**src/rtl/data_mon_sched.sv**
```systemverilog
// data_mon_sched: sequences NCHIP DataMon readouts into one merged serial event stream.
// Define DMS_TIMEOUT_EN to add an IDLE watchdog that starts an event without stuck chips.
module data_mon_sched #(
    parameter int NCHIP = 12,
    parameter int LAT   = 2,
    parameter int TMO   = 1023
) (
    input  logic               Clock,
    input  logic               Reset,
    input  logic               Enable,
    input  logic [NCHIP-1:0]   Ready,
    input  logic [NCHIP-1:0]   FCL,
    input  logic [2*NCHIP-1:0] TagOut,
    input  logic [4*NCHIP-1:0] ChipNCL,
    input  logic [NCHIP-1:0]   Dout,
    output logic [NCHIP-1:0]   Send,
    output logic               SerOut,
    output logic               Busy,
    output logic               TagErr,
    output logic               TmoErr,
    output logic [15:0]        EvtCnt
);
    localparam int IW = NCHIP > 1 ? $clog2(NCHIP) : 1;

    typedef enum logic [3:0] {IDLE, CHK, HDR, SEL, SEND, GAP, FWD, NEXT, DONE} state_t;

    state_t             state, nxt;
    logic [IW-1:0]      cur, sel;
    logic [NCHIP-1:0]   served, fcl_l, fm, rdy_v, rdy_m;
    logic [4*NCHIP-1:0] ncl_l;
    logic [15:0]        hdr;
    logic [3:0]         hcnt;
    logic [7:0]         cnt, flen;
    logic               mism, wd_hit;

`ifdef DMS_TIMEOUT_EN
    localparam int WW = TMO > 1 ? $clog2(TMO + 1) : 1;
    logic [WW-1:0] wd;
    logic          tmo_cond;
    assign rdy_v    = Ready;
    assign tmo_cond = Enable && |Ready && !(&Ready);
    assign wd_hit   = tmo_cond && wd == WW'(TMO - 1);
    always_ff @(posedge Clock or negedge Reset) begin
        if (!Reset) begin
            wd     <= '0;
            TmoErr <= 1'b0;
            rdy_m  <= '0;
        end else begin
            wd <= (state == IDLE && tmo_cond && !wd_hit) ? wd + 1'b1 : '0;
            if (state == IDLE && wd_hit) TmoErr <= 1'b1;
            if (state == CHK) rdy_m <= Ready;
        end
    end
`else
    logic [31:0] unused_tmo;
    assign unused_tmo = TMO;
    assign rdy_v      = '1;
    assign rdy_m      = '1;
    assign wd_hit     = 1'b0;
    assign TmoErr     = 1'b0;
`endif

    // Tag compare and next-chip pick work on live inputs; only CHK latches them.
    always_comb begin
        mism = 1'b0;
        for (int i = 1; i < NCHIP; i++)
            if (rdy_v[i] && TagOut[2*i +: 2] != TagOut[1:0]) mism = 1'b1;
        fm  = FCL & rdy_v;
        sel = '0;
        for (int i = NCHIP - 1; i >= 0; i--)
            if (!served[i]) sel = IW'(i);
    end

    assign flen = {4'd0, ncl_l[{cur, 2'b00} +: 4]} * 8'd12 + 8'd11;

    always_comb begin
        nxt = state;
        case (state)
            IDLE:    nxt = (Enable && (&Ready || wd_hit)) ? CHK : IDLE;
            CHK:     nxt = HDR;
            HDR:     nxt = hcnt == 4'd15 ? SEL : HDR;
            SEL:     nxt = &served ? DONE : SEND;
            SEND:    nxt = !fcl_l[cur] ? NEXT : (LAT > 1 ? GAP : FWD);
            GAP:     nxt = cnt == 8'd0 ? FWD : GAP;
            FWD:     nxt = cnt == 8'd0 ? NEXT : FWD;
            NEXT:    nxt = SEL;
            DONE:    nxt = IDLE;
            default: nxt = IDLE;
        endcase
    end

    always_ff @(posedge Clock or negedge Reset) begin
        if (!Reset) state <= IDLE;
        else        state <= nxt;
    end

    always_ff @(posedge Clock or negedge Reset) begin
        if (!Reset) begin
            cur    <= '0;
            served <= '0;
            fcl_l  <= '0;
            ncl_l  <= '0;
            hdr    <= '0;
            hcnt   <= '0;
            cnt    <= '0;
            TagErr <= 1'b0;
            EvtCnt <= '0;
        end else begin
            case (state)
                CHK: begin
                    fcl_l  <= fm;
                    ncl_l  <= ChipNCL;
                    hdr    <= {1'b1, TagOut[1:0], mism, 12'(fm)};
                    hcnt   <= '0;
                    served <= '0;
                    if (mism) TagErr <= 1'b1;
                end
                HDR: begin
                    hdr  <= {hdr[14:0], 1'b0};
                    hcnt <= hcnt + 4'd1;
                end
                SEL:  cur <= sel;
                SEND: cnt <= LAT > 1 ? 8'(LAT - 2) : flen;
                GAP:  cnt <= cnt == 8'd0 ? flen : cnt - 8'd1;
                FWD:  if (cnt != 8'd0) cnt <= cnt - 8'd1;
                NEXT: served[cur] <= 1'b1;
                DONE: EvtCnt <= EvtCnt + 16'd1;
                default: ;
            endcase
        end
    end

    assign Busy   = state != IDLE;
    assign SerOut = state == HDR ? hdr[15] : (state == FWD ? Dout[cur] : 1'b0);
    assign Send   = (state == SEND && rdy_m[cur]) ? NCHIP'(1) << cur : '0;
endmodule

```
**config.mk**
```make
export PLATFORM = sky130hd
export DESIGN_NAME = data_mon_sched
export DESIGN_NICKNAME = d
export VERILOG_FILES = /design/src/rtl/data_mon_sched.sv
export SDC_FILE = /design/constraint.sdc
export NUM_CORES = 1
export LEC_CHECK = 0
export ABC_CLOCK_PERIOD_IN_PS = 3700
export CORE_UTILIZATION = 51
export CTS_CLUSTER_DIAMETER = 30
export DETAILED_ROUTE_END_ITERATION = 10
export GPL_TIMING_DRIVEN = 0
export PLACE_DENSITY = 0.81
export SYNTH_ARGS = -nofsm -noshare
export SYNTH_HDL_FRONTEND = slang
export SYNTH_SLANG_ARGS = --single-unit
```
**constraint.sdc**
```tcl
create_clock -name Clock -period 3.7 [get_ports Clock]
set_input_delay 0.37 -clock Clock [delete_from_list [all_inputs] [get_ports Clock]]
set_output_delay 0.37 -clock Clock [all_outputs]
set_load 0.01 [all_outputs]
```
==> results.toml, run 1 <==
[outcome]
status = "finished clean"

[power_and_ir_drop]
peakVddDrop_uv = 572
pwr-share-seq_pct = 31.2
swShare_pct = 38.6
p_sw_w = 0.00274
power_w = 0.00709
p_int_w = 0.00435
p_clk_share_pct = 25.4
power_frac_comb_pct = 43.4
p_leak_nw = 3.96
power_density_mw_per_mm2 = 810

[synthesis]
synth_cells = 712
synth-seq-area-share_pct = 48.4
synth_area_mm2 = 0.00646
synth_flop_cell = "dfrtp_1"
synth_enable_flop_cells = 0
avgSynthCellArea_um2 = 9.07
syn-num-nets = 832
ys_ff_latch = 125
yosys_warnings = 0
ys_async_sr_fraction_pct = 100
yosysUniqueCellTypes = 59

[finish]
antenna_cells = 0
finalCoreUtilization_pct = 72.1
fin_cells = 1053
layout-drive-gt1-share_pct = 8.14
fillers = 913
final_nets = 992
layout.area.seq_mm2 = 0.00313
multi_input_area_mm2 = 0.00310
area_growth_pct = 35.7

[global_route]
grt_pass1_wl_um = 28800
antenna_found_initial = 0
grt_max_degree = 97
grt_pass1_vias = 5969
grt_use_total_pct = 28.9
overflow = 0

[timing]
slew_headroom_pct = 32.7
max_freq_mhz = 285
rsz0062_at_grt = "no"
whs_ns = 0.389
hold_viol = 0
timing.final.crit_period_ns = 3.51
setup_viol = 0
drv_slew = 0
min_period_over_period_pct = 94.8
worstMarginPinSlew_ns = 1.00
finalClockSkew_ns = 0.00959

[critical_path]
startpoint_type = "flop"
cp_slowest_cell = "mux4_2"
end_kind = "flop"
cp.required_ns = 4.04
worstPathArrival_ns = 3.85
cp_max_fo = 10
worstRegToRegCells = 15
max_stage_delay_ns = 0.55
crit_top_cell = "inv_1"
crit_type = "reg2reg"
crit_chain = "buf_2 > buf_8 > mux4_2 > mux2i_1 > o22a_1 > inv_1 > ha_1 > inv_1 > fa_1 > inv_1 > and3_2 > nand2_1 > o22ai_1 > nand4_1 > a31oi_1"

[placed_design]
gp_congestion = 0.951
post-dp-hpwl_um = 12900
dp_cells = 1022
portBuffers = 141

[floorplanning]
core_mm2 = 0.0122
die_x_um = 115
start_util_pct = 53.1
die-area_mm2 = 0.0131
rows = 40
ios = 143
die_h_um = 115

[clock_tree]
cts_htree_levels = 4
cts_root_buf = "clkbuf_16"
clockBufferDepth = 2
cts.sinks = 125
cts_tree = "built"
cts_setup_buffers = 0
numCtsBuffers = 17
insertion_delay_ns = 0.43
cts.clk_slew.worst_paths_ns = 0.06

[drt]
drc = 0
drt-total-wl_um = 17900
dr.pass1.iters = 5
viasPerCell = 5.70
vias = 6000
drtAntennaViolNets = 0
drtIter0Drc = 507
wire_per_inst_um = 17.0

[job]
drv_cap = 0

[worst_hold_path]
min_path_type = "in2async"
==> path summary, 6_finish.rpt <==
| kind | start | to | slack [ns] |
|---|---|---|---|
| min reg2reg | hdr[8] | hdr[8] | 0.47 |
| max in group asynchronous | Reset | hdr[5] | 2.56 |
| max reg2reg | cur[0] | cnt[6] | 0.19 |
| max | cur[0] | cnt[6] | 0.19 |
| min | Reset | ncl_l[2] | 0.39 |
| min in group Clock | hdr[8] | hdr[8] | 0.47 |
==> state kept, by name (all words and copies together) (netlist names) <==
register,count
fcl_l,12
EvtCnt,16
hdr,16
hcnt,4
cur,4
TagErr,1
ncl_l,48
served,12
cnt,8
state,4
==> timing repair <==
action | CTS | global route
gates resized for setup | 2 | 3
setup endpoints to repair | 1 | 1
hold buffers | 1 | 0
hold endpoints to repair | 29 | 0
==> routing by layer <==
layer,share of wire [%],track usage (%),routed length (µm),vias up
met1,40,35.4,7220,2942
met3,6.2,5.98,1120,46
met4,2.5,12.6,446,0
met2,51,49.8,9110,248
li1,-,-,-,2764
met5,0,0,0,-
==> final cells by class <==
type	count	share of cell area, %
well taps	168	2.40
clock buffers	19	5.17
flip-flops and latches	125	35.7
multi-input cells	532	35.4
clock inverters	13	2.13
plain buffers	37	2.00
repair buffers	143	16.5
inverters	16	0.685
==> placed cells by master (no fill, tap or decap), types with 4 or more instances in the layout <==
cell,instances
mux4_2,16
inv_1,16
buf_1,6
nand2b_1,8
bufinv_16,4
and3_1,5
o21ai_0,16
ha_1,8
clkbuf_1,19
xnor2_1,13
nand4_1,14
clkdlybuf4s50_1,140
nand3_1,14
a31oi_1,11
buf_2,7
nor2b_1,4
nand2_1,243
a21oi_1,26
dfrtp_1,125
xor2_1,9
nor4_1,8
nor3_1,14
nor2_1,42
a22oi_1,12
clkbuf_16,17
mux2i_1,7
o22ai_1,5
==> kinds of logic (layout without fill, tap and decap cells) <==
family / after synthesis / count (layout) / share of synthesized area, %
simple gates: 371 / 371 / 25.2
flops: 125 / 125 / 48.4
compound gates: 101 / 101 / 10.2
buf+inv: 55 / 228 / 3.60
mux: 27 / 27 / 7.53
xor+xnor: 22 / 22 / 2.98
fa+ha+maj: 10 / 10 / 2.01
other cells: 1 / 1 / 0.0581
==> worst max-delay path: cells and delay by family (launching register included) <==
kind	cells	cell delay [ns]
muxes	2	0.73
buffers and inverters	5	0.71
AOI/OAI and AO/OA	3	0.61
adders and majority gates	2	0.60
and+or+nand+nor	3	0.45
DFF	1	0.31
==> synthesized netlist by cell type, types with 9 or more instances <==
cell type / number / share of area [%]
nand2_1: 243 / 14
nand3_1: 14 / 1.1
mux4_2: 16 / 5.6
nor3_1: 14 / 1.1
xor2_1: 9 / 1.2
a31oi_1: 11 / 1.1
a22oi_1: 12 / 1.4
buf_2: 9 / 0.70
clkbuf_1: 20 / 1.2
xnor2_1: 13 / 1.8
nand4_1: 14 / 1.4
dfrtp_1: 125 / 48
o21ai_0: 16 / 1.2
inv_1: 16 / 0.93
a21oi_1: 26 / 2.0
nor2_1: 42 / 2.4
==> power groups by stage <==
stage / clock (W) / combinational, W / sequential, W
after CTS: 0.00181 / 0.00305 / 0.00220
after global placement: 0 / 0.00285 / 0.00218
after global routing: 0.00187 / 0.00336 / 0.00226
final: 0.00180 / 0.00308 / 0.00222
after detailed placement: 0 / 0.00297 / 0.00221
after floorplan: 0 / 0.00219 / 0.00211
==> metrics by stage <==
step | instance area [µm²] | TNS (ns) | setup slack [ns]
final | 8760 | 0 | 0.191
after global routing | 8760 | 0 | 0.0214
after CTS | 8770 | 0 | 0.0317
after detailed placement | 8110 | 0 | 0.0540
after global placement | 8080 | -306.77 | -2.46
after floorplan | 6460 | 0 | 0.539
No activity file was read; power rests on OpenSTA's default activity.
==> run 2: changes to the inputs <==
--- a/config.mk
+++ b/config.mk
@@ -6,6 +6,7 @@
 export NUM_CORES = 1
 export LEC_CHECK = 0
 export ABC_CLOCK_PERIOD_IN_PS = 3700
+export CORE_MARGIN = 4
 export CORE_UTILIZATION = 51
 export CTS_CLUSTER_DIAMETER = 30
 export DETAILED_ROUTE_END_ITERATION = 10
==> results.toml, run 2 (same netlist as run 1, synthesis figures left out) <==
[clock_tree]
cts_root_buf = "clkbuf_16"
cts.sinks = 125
cts_tree = "built"
cts.clk_slew.worst_paths_ns = 0.06
cts_htree_levels = 4
clockBufferDepth = 2
insertion_delay_ns = 0.43
numCtsBuffers = 17

[critical_path]
crit_chain = "clkbuf_4 > buf_8 > mux4_2 > mux2i_1 > o22a_1 > inv_1 > ha_1 > inv_1 > fa_1 > xor2_1 > and3_1 > nand2_1 > o311a_1 > a31oi_1"
startpoint_type = "flop"
max_stage_delay_ns = 0.56
end_kind = "flop"
crit_top_cell = "inv_1"
cp_slowest_cell = "mux4_2"
worstPathArrival_ns = 3.74
cp.required_ns = 4.05
cp_max_fo = 10
crit_type = "reg2reg"

[outcome]
status = "finished clean"

[finish]
largest_reg_flops = 48
final_cell_mix = "243 x nand2_1, 140 x clkdlybuf4s50_1, 125 x dfrtp_1, 42 x nor2_1, 26 x a21oi_1"
multi_input_area_mm2 = 0.00310
largestRegisters = "ncl_l (48), EvtCnt (16), hdr (16)"
area_growth_pct = 34.1
layout.area.seq_mm2 = 0.00313
fin_area_mm2 = 0.00866
fillers = 939
final_nets = 992
layout-drive-gt1-share_pct = 7.80
mostFrequentLayoutCell = "nand2_1"
antenna_cells = 0
top_register = "ncl_l"

[power_and_ir_drop]
p_leak_nw = 3.92
power_density_mw_per_mm2 = 775
power_w = 0.00672
peakVddDrop_uv = 439

[timing]
worstMarginPinSlew_ns = 1.06
fin_tns_setup_ns = 0
slew_headroom_pct = 28.5
drv_slew = 0
min_period_over_period_pct = 91.6
timing.final.crit_period_ns = 3.39
whs_ns = 0.461
hold_viol = 0
rsz0062_at_grt = "no"
max_freq_mhz = 295
finalClockSkew_ns = 0.00580
layout_setup_ws_ns = 0.309
setup_viol = 0

[placed_design]
gp_congestion = 0.911
place_area_mm2 = 0.00811
pre_cts_slack_ns = 0.0629
portBuffers = 141
post-dp-hpwl_um = 13300

[floorplanning]
ios = 143
start_util_pct = 52.9
core_mm2 = 0.0122
die-area_mm2 = 0.0145
die_h_um = 121
die_x_um = 121
rows = 40

[global_route]
overflow = 0
use_met2_pct = 41.4
grt_max_degree = 72
grt_pass1_wl_um = 28600
antenna_found_initial = 0
grt_pass1_vias = 5953
grt_use_total_pct = 25.0
use_met1_pct = 31.0
grt_use_met3_pct = 6.83
top_usage_layer = "met2"

[drt]
dr.pass1.iters = 5
wire_per_inst_um = 16.8
drc = 0
vias = 5849
drtAntennaViolNets = 0
viasPerCell = 5.55
drtIter0Drc = 438
drt-total-wl_um = 17700

[worst_hold_path]
min_path_type = "in2async"

[job]
drv_cap = 0
==> run 2: cell types whose count changed in the layout (fill, tap and decap cells not counted), moves of 2 or more <==
cell,before,now
clkinv_2,3,6
clkbuf_1,19,21
clkbuf_4,0,2
bufinv_16,4,0
==> run 2: what timing repair did <==
action	4_1_cts	5_1_grt
buffers inserted	0	0
hold endpoints to repair	54	0
endpoints found under the setup margin	0	2
resized for setup	0	5
hold buffers	1	0
==> run 2: worst paths after layout <==
check	startpoint	endpoint	slack, ns	cells past startpoint
setup / recovery	cur[0]	cnt[6]	0.31	14
hold / removal	Reset	ncl_l[2]	0.46	2
setup reg to reg	cur[0]	cnt[6]	0.31	14
hold reg to reg	TagErr	TagErr	0.47	1
max in group asynchronous	Reset	served[8]	2.52	3
min in group Clock	ChipNCL[2]	ncl_l[2]	0.47	3
==> run 2: area by class of cell <==
class,instances,share of cell area (%)
multi-input combinational,532,35.8
buffer,37,2.05
sequential,125,36.1
clock buffer,22,5.47
clock inverter,10,0.751
tap,168,2.43
inverter,16,0.693
timing repair buffer,143,16.7
==> run 2: power breakdown <==
group	switching (W)	internal (W)	leakage (nW)
Clock	0.000600	0.000904	0.274
Sequential	0.000321	0.00188	1.58
Combinational	0.00172	0.00130	2.07
Total	0.00264	0.00408	3.92
==> run 2: stage by stage <==
stage	utilization (%)	cells
2_1_floorplan	-	712
3_3_place_gp	66.2	1021
3_5_place_dp	66.4	1022
4_1_cts	70.9	1055
5_1_grt	71.0	1053
6_report	71.0	1053
==> run 2: worst max-delay path: cells and delay by family, from the launching register on <==
| family | cells | cell delay [ns] |
|---|---|---|
| buffers and inverters | 4 | 0.56 |
| and+or+nand+nor | 2 | 0.40 |
| DFF | 1 | 0.32 |
| muxes | 2 | 0.70 |
| xor gates and xnor gates | 1 | 0.24 |
| adders and majority gates | 2 | 0.41 |
| AOI/OAI and AO/OA | 3 | 0.67 |
==> run 2: metal layers <==
layer | share of wire [%] | routed length [µm]
met5 | 0 | 0
met2 | 49 | 8660
met3 | 7.0 | 1250
met4 | 2.2 | 385
met1 | 42 | 7380
==> run 3: changes to the inputs <==
--- a/config.mk
+++ b/config.mk
@@ -11,7 +11,7 @@
 export CTS_CLUSTER_DIAMETER = 30
 export DETAILED_ROUTE_END_ITERATION = 10
 export GPL_TIMING_DRIVEN = 0
-export PLACE_DENSITY = 0.81
+export PLACE_DENSITY = 0.87
 export SYNTH_ARGS = -nofsm -noshare
 export SYNTH_HDL_FRONTEND = slang
 export SYNTH_SLANG_ARGS = --single-unit
==> results.toml, run 3 (same netlist as run 1, synthesis figures left out) <==
[outcome]
status = "finished clean"

[drt]
drc = 0
dr.pass1.iters = 5
wire_per_inst_um = 16.9
drtAntennaViolNets = 0
viasPerCell = 5.60
drtIter0Drc = 472
drt-total-wl_um = 17800
vias = 5890

[critical_path]
max_stage_delay_ns = 0.48
crit_chain = "inv_1 > buf_1 > mux2i_1 > o22a_1 > inv_1 > ha_1 > inv_1 > fa_1 > xor2_1 > and3_1 > nand2_1 > o311a_1 > a31oi_1"
crit_top_cell = "inv_1"
cp_num_cells = 13
path_buf_inv = 4
startpoint_type = "flop"
cp_max_fo = 10
r2r_end = "cnt[6]"
r2r_start = "cur[3]"
crit_family = "buffers and inverters"
end_kind = "flop"
cp_slowest_cell = "dfrtp_1"
cp.required_ns = 4.03
crit_type = "reg2reg"
ff2ff_setup_slack_ns = 0.27
cp-endpoint = "cnt[6]"
worstPathArrival_ns = 3.76
worstRegToRegCells = 13
crit_path_start = "cur[3]"

[clock_tree]
numCtsBuffers = 17
insertion_delay_ns = 0.42
cts_htree_levels = 4
cts.sinks = 125
clockBufferDepth = 2
cts_tree = "built"
cts.clk_slew.worst_paths_ns = 0.05
cts_root_buf = "clkbuf_16"

[floorplanning]
die_x_um = 121
die_h_um = 121
core_mm2 = 0.0122
ios = 143
die-area_mm2 = 0.0145
rows = 40
start_util_pct = 52.9

[global_route]
grt_pass1_vias = 5892
antenna_found_initial = 0
grt_max_degree = 78
overflow = 0
grt_use_total_pct = 25.1
grt_pass1_wl_um = 28600

[placed_design]
portBuffers = 141
post-dp-hpwl_um = 13000
gp_congestion = 0.886
pre_cts_slack_ns = 0.105
place_area_mm2 = 0.00811

[timing]
min_period_over_period_pct = 92.6
setup_viol = 0
slew_headroom_pct = 35.5
drv_slew = 0
hold_viol = 0
layout_setup_ws_ns = 0.273
finalClockSkew_ns = 0.0118
max_freq_mhz = 292
rsz0062_at_grt = "no"
timing.final.crit_period_ns = 3.43
worstMarginPinSlew_ns = 0.961
fin_tns_setup_ns = 0

[finish]
top_register = "ncl_l"
fin_area_mm2 = 0.00868
final_nets = 992
largestRegisters = "ncl_l (48), EvtCnt (16), hdr (16)"
area_growth_pct = 34.4
fillers = 903
mostFrequentLayoutCell = "nand2_1"
largest_reg_flops = 48
final_cell_mix = "243 x nand2_1, 140 x clkdlybuf4s50_1, 125 x dfrtp_1, 42 x nor2_1, 26 x a21oi_1"
multi_input_area_mm2 = 0.00310
layout.area.seq_mm2 = 0.00313
antenna_cells = 0
layout-drive-gt1-share_pct = 7.69

[power_and_ir_drop]
power_w = 0.00680
p_leak_nw = 3.92
peakVddDrop_uv = 516
power_density_mw_per_mm2 = 783

[job]
drv_cap = 0

[worst_hold_path]
min_path_type = "in2async"
[run 3: cell count changes in the layout (fill, tap and decap cells not counted)]
cell,change
clkinv_4,-2
bufinv_16,+1
clkinv_2,-2
buf_2,+1
clkinvlp_4,+3
clkbuf_2,-1
clkbuf_4,-1
clkbuf_1,-1
buf_1,+1
[run 3: what timing repair did]
action,CTS,global route
buffers inserted,0,0
resized for setup,0,3
setup endpoints to repair,0,2
hold buffers,1,0
hold endpoints to repair,48,0
[run 3: how the worst min path moves through the flow]
| stage | from | endpoint | slack [ns] | depth (start not counted) |
|---|---|---|---|---|
| after floorplan | Reset | EvtCnt[0] | 0.07 | 0 |
| after global placement | hdr[8] | hdr[8] | 0.45 | 2 |
| after detailed placement | Reset | ncl_l[2] | 0.35 | 1 |
| after CTS | ChipNCL[3] | ncl_l[3] | 0.46 | 3 |
| after global routing | ChipNCL[3] | ncl_l[3] | 0.48 | 3 |
| final | Reset | ncl_l[2] | 0.45 | 2 |
[run 3: per-layer routing]
| layer | up-vias | wire, µm | global-route usage [%] |
|---|---|---|---|
| met3 | 24 | 1200 | 6.31 |
| li1 | 2765 | - | - |
| met1 | 2871 | 7280 | 32.0 |
| met2 | 230 | 9060 | 42.6 |
| met5 | - | 0 | 0 |
| met4 | 0 | 245 | 6.94 |
[run 3: area by class of cell]
class	instances	share of cell area, %
Buffer	37	2.00
Clock buffer	21	5.42
Clock inverter	10	1.04
Inverter	16	0.692
Multi-Input combinational cell	532	35.7
Sequential cell	125	36.0
Tap cell	168	2.42
Timing Repair Buffer	143	16.7
[run 3: power by group]
part           total, W  internal, W  switching (W)
clock           0.00157     0.000969       0.000599
combinational   0.00302      0.00129        0.00172
sequential      0.00221      0.00188       0.000331
total           0.00680      0.00414        0.00265
[run 3: worst register-to-register path, cell delays in order, from the launching register on]
cell     delay [ns]
dfrtp_1        0.48
inv_1          0.19
buf_1          0.48
mux2i_1        0.15
o22a_1         0.25
inv_1          0.10
ha_1           0.16
inv_1          0.05
fa_1           0.40
xor2_1         0.23
and3_1         0.32
nand2_1        0.08
o311a_1        0.29
a31oi_1        0.16
[run 3: through the flow]
step                      hold WS, ns  utilization (%)  cells
after floorplan                0.0744                -    712
after global placement          0.451             66.2   1021
after detailed placement        0.352             66.4   1022
after CTS                       0.464             71.1   1054
after global routing            0.475             71.1   1052
final                           0.449             71.1   1052
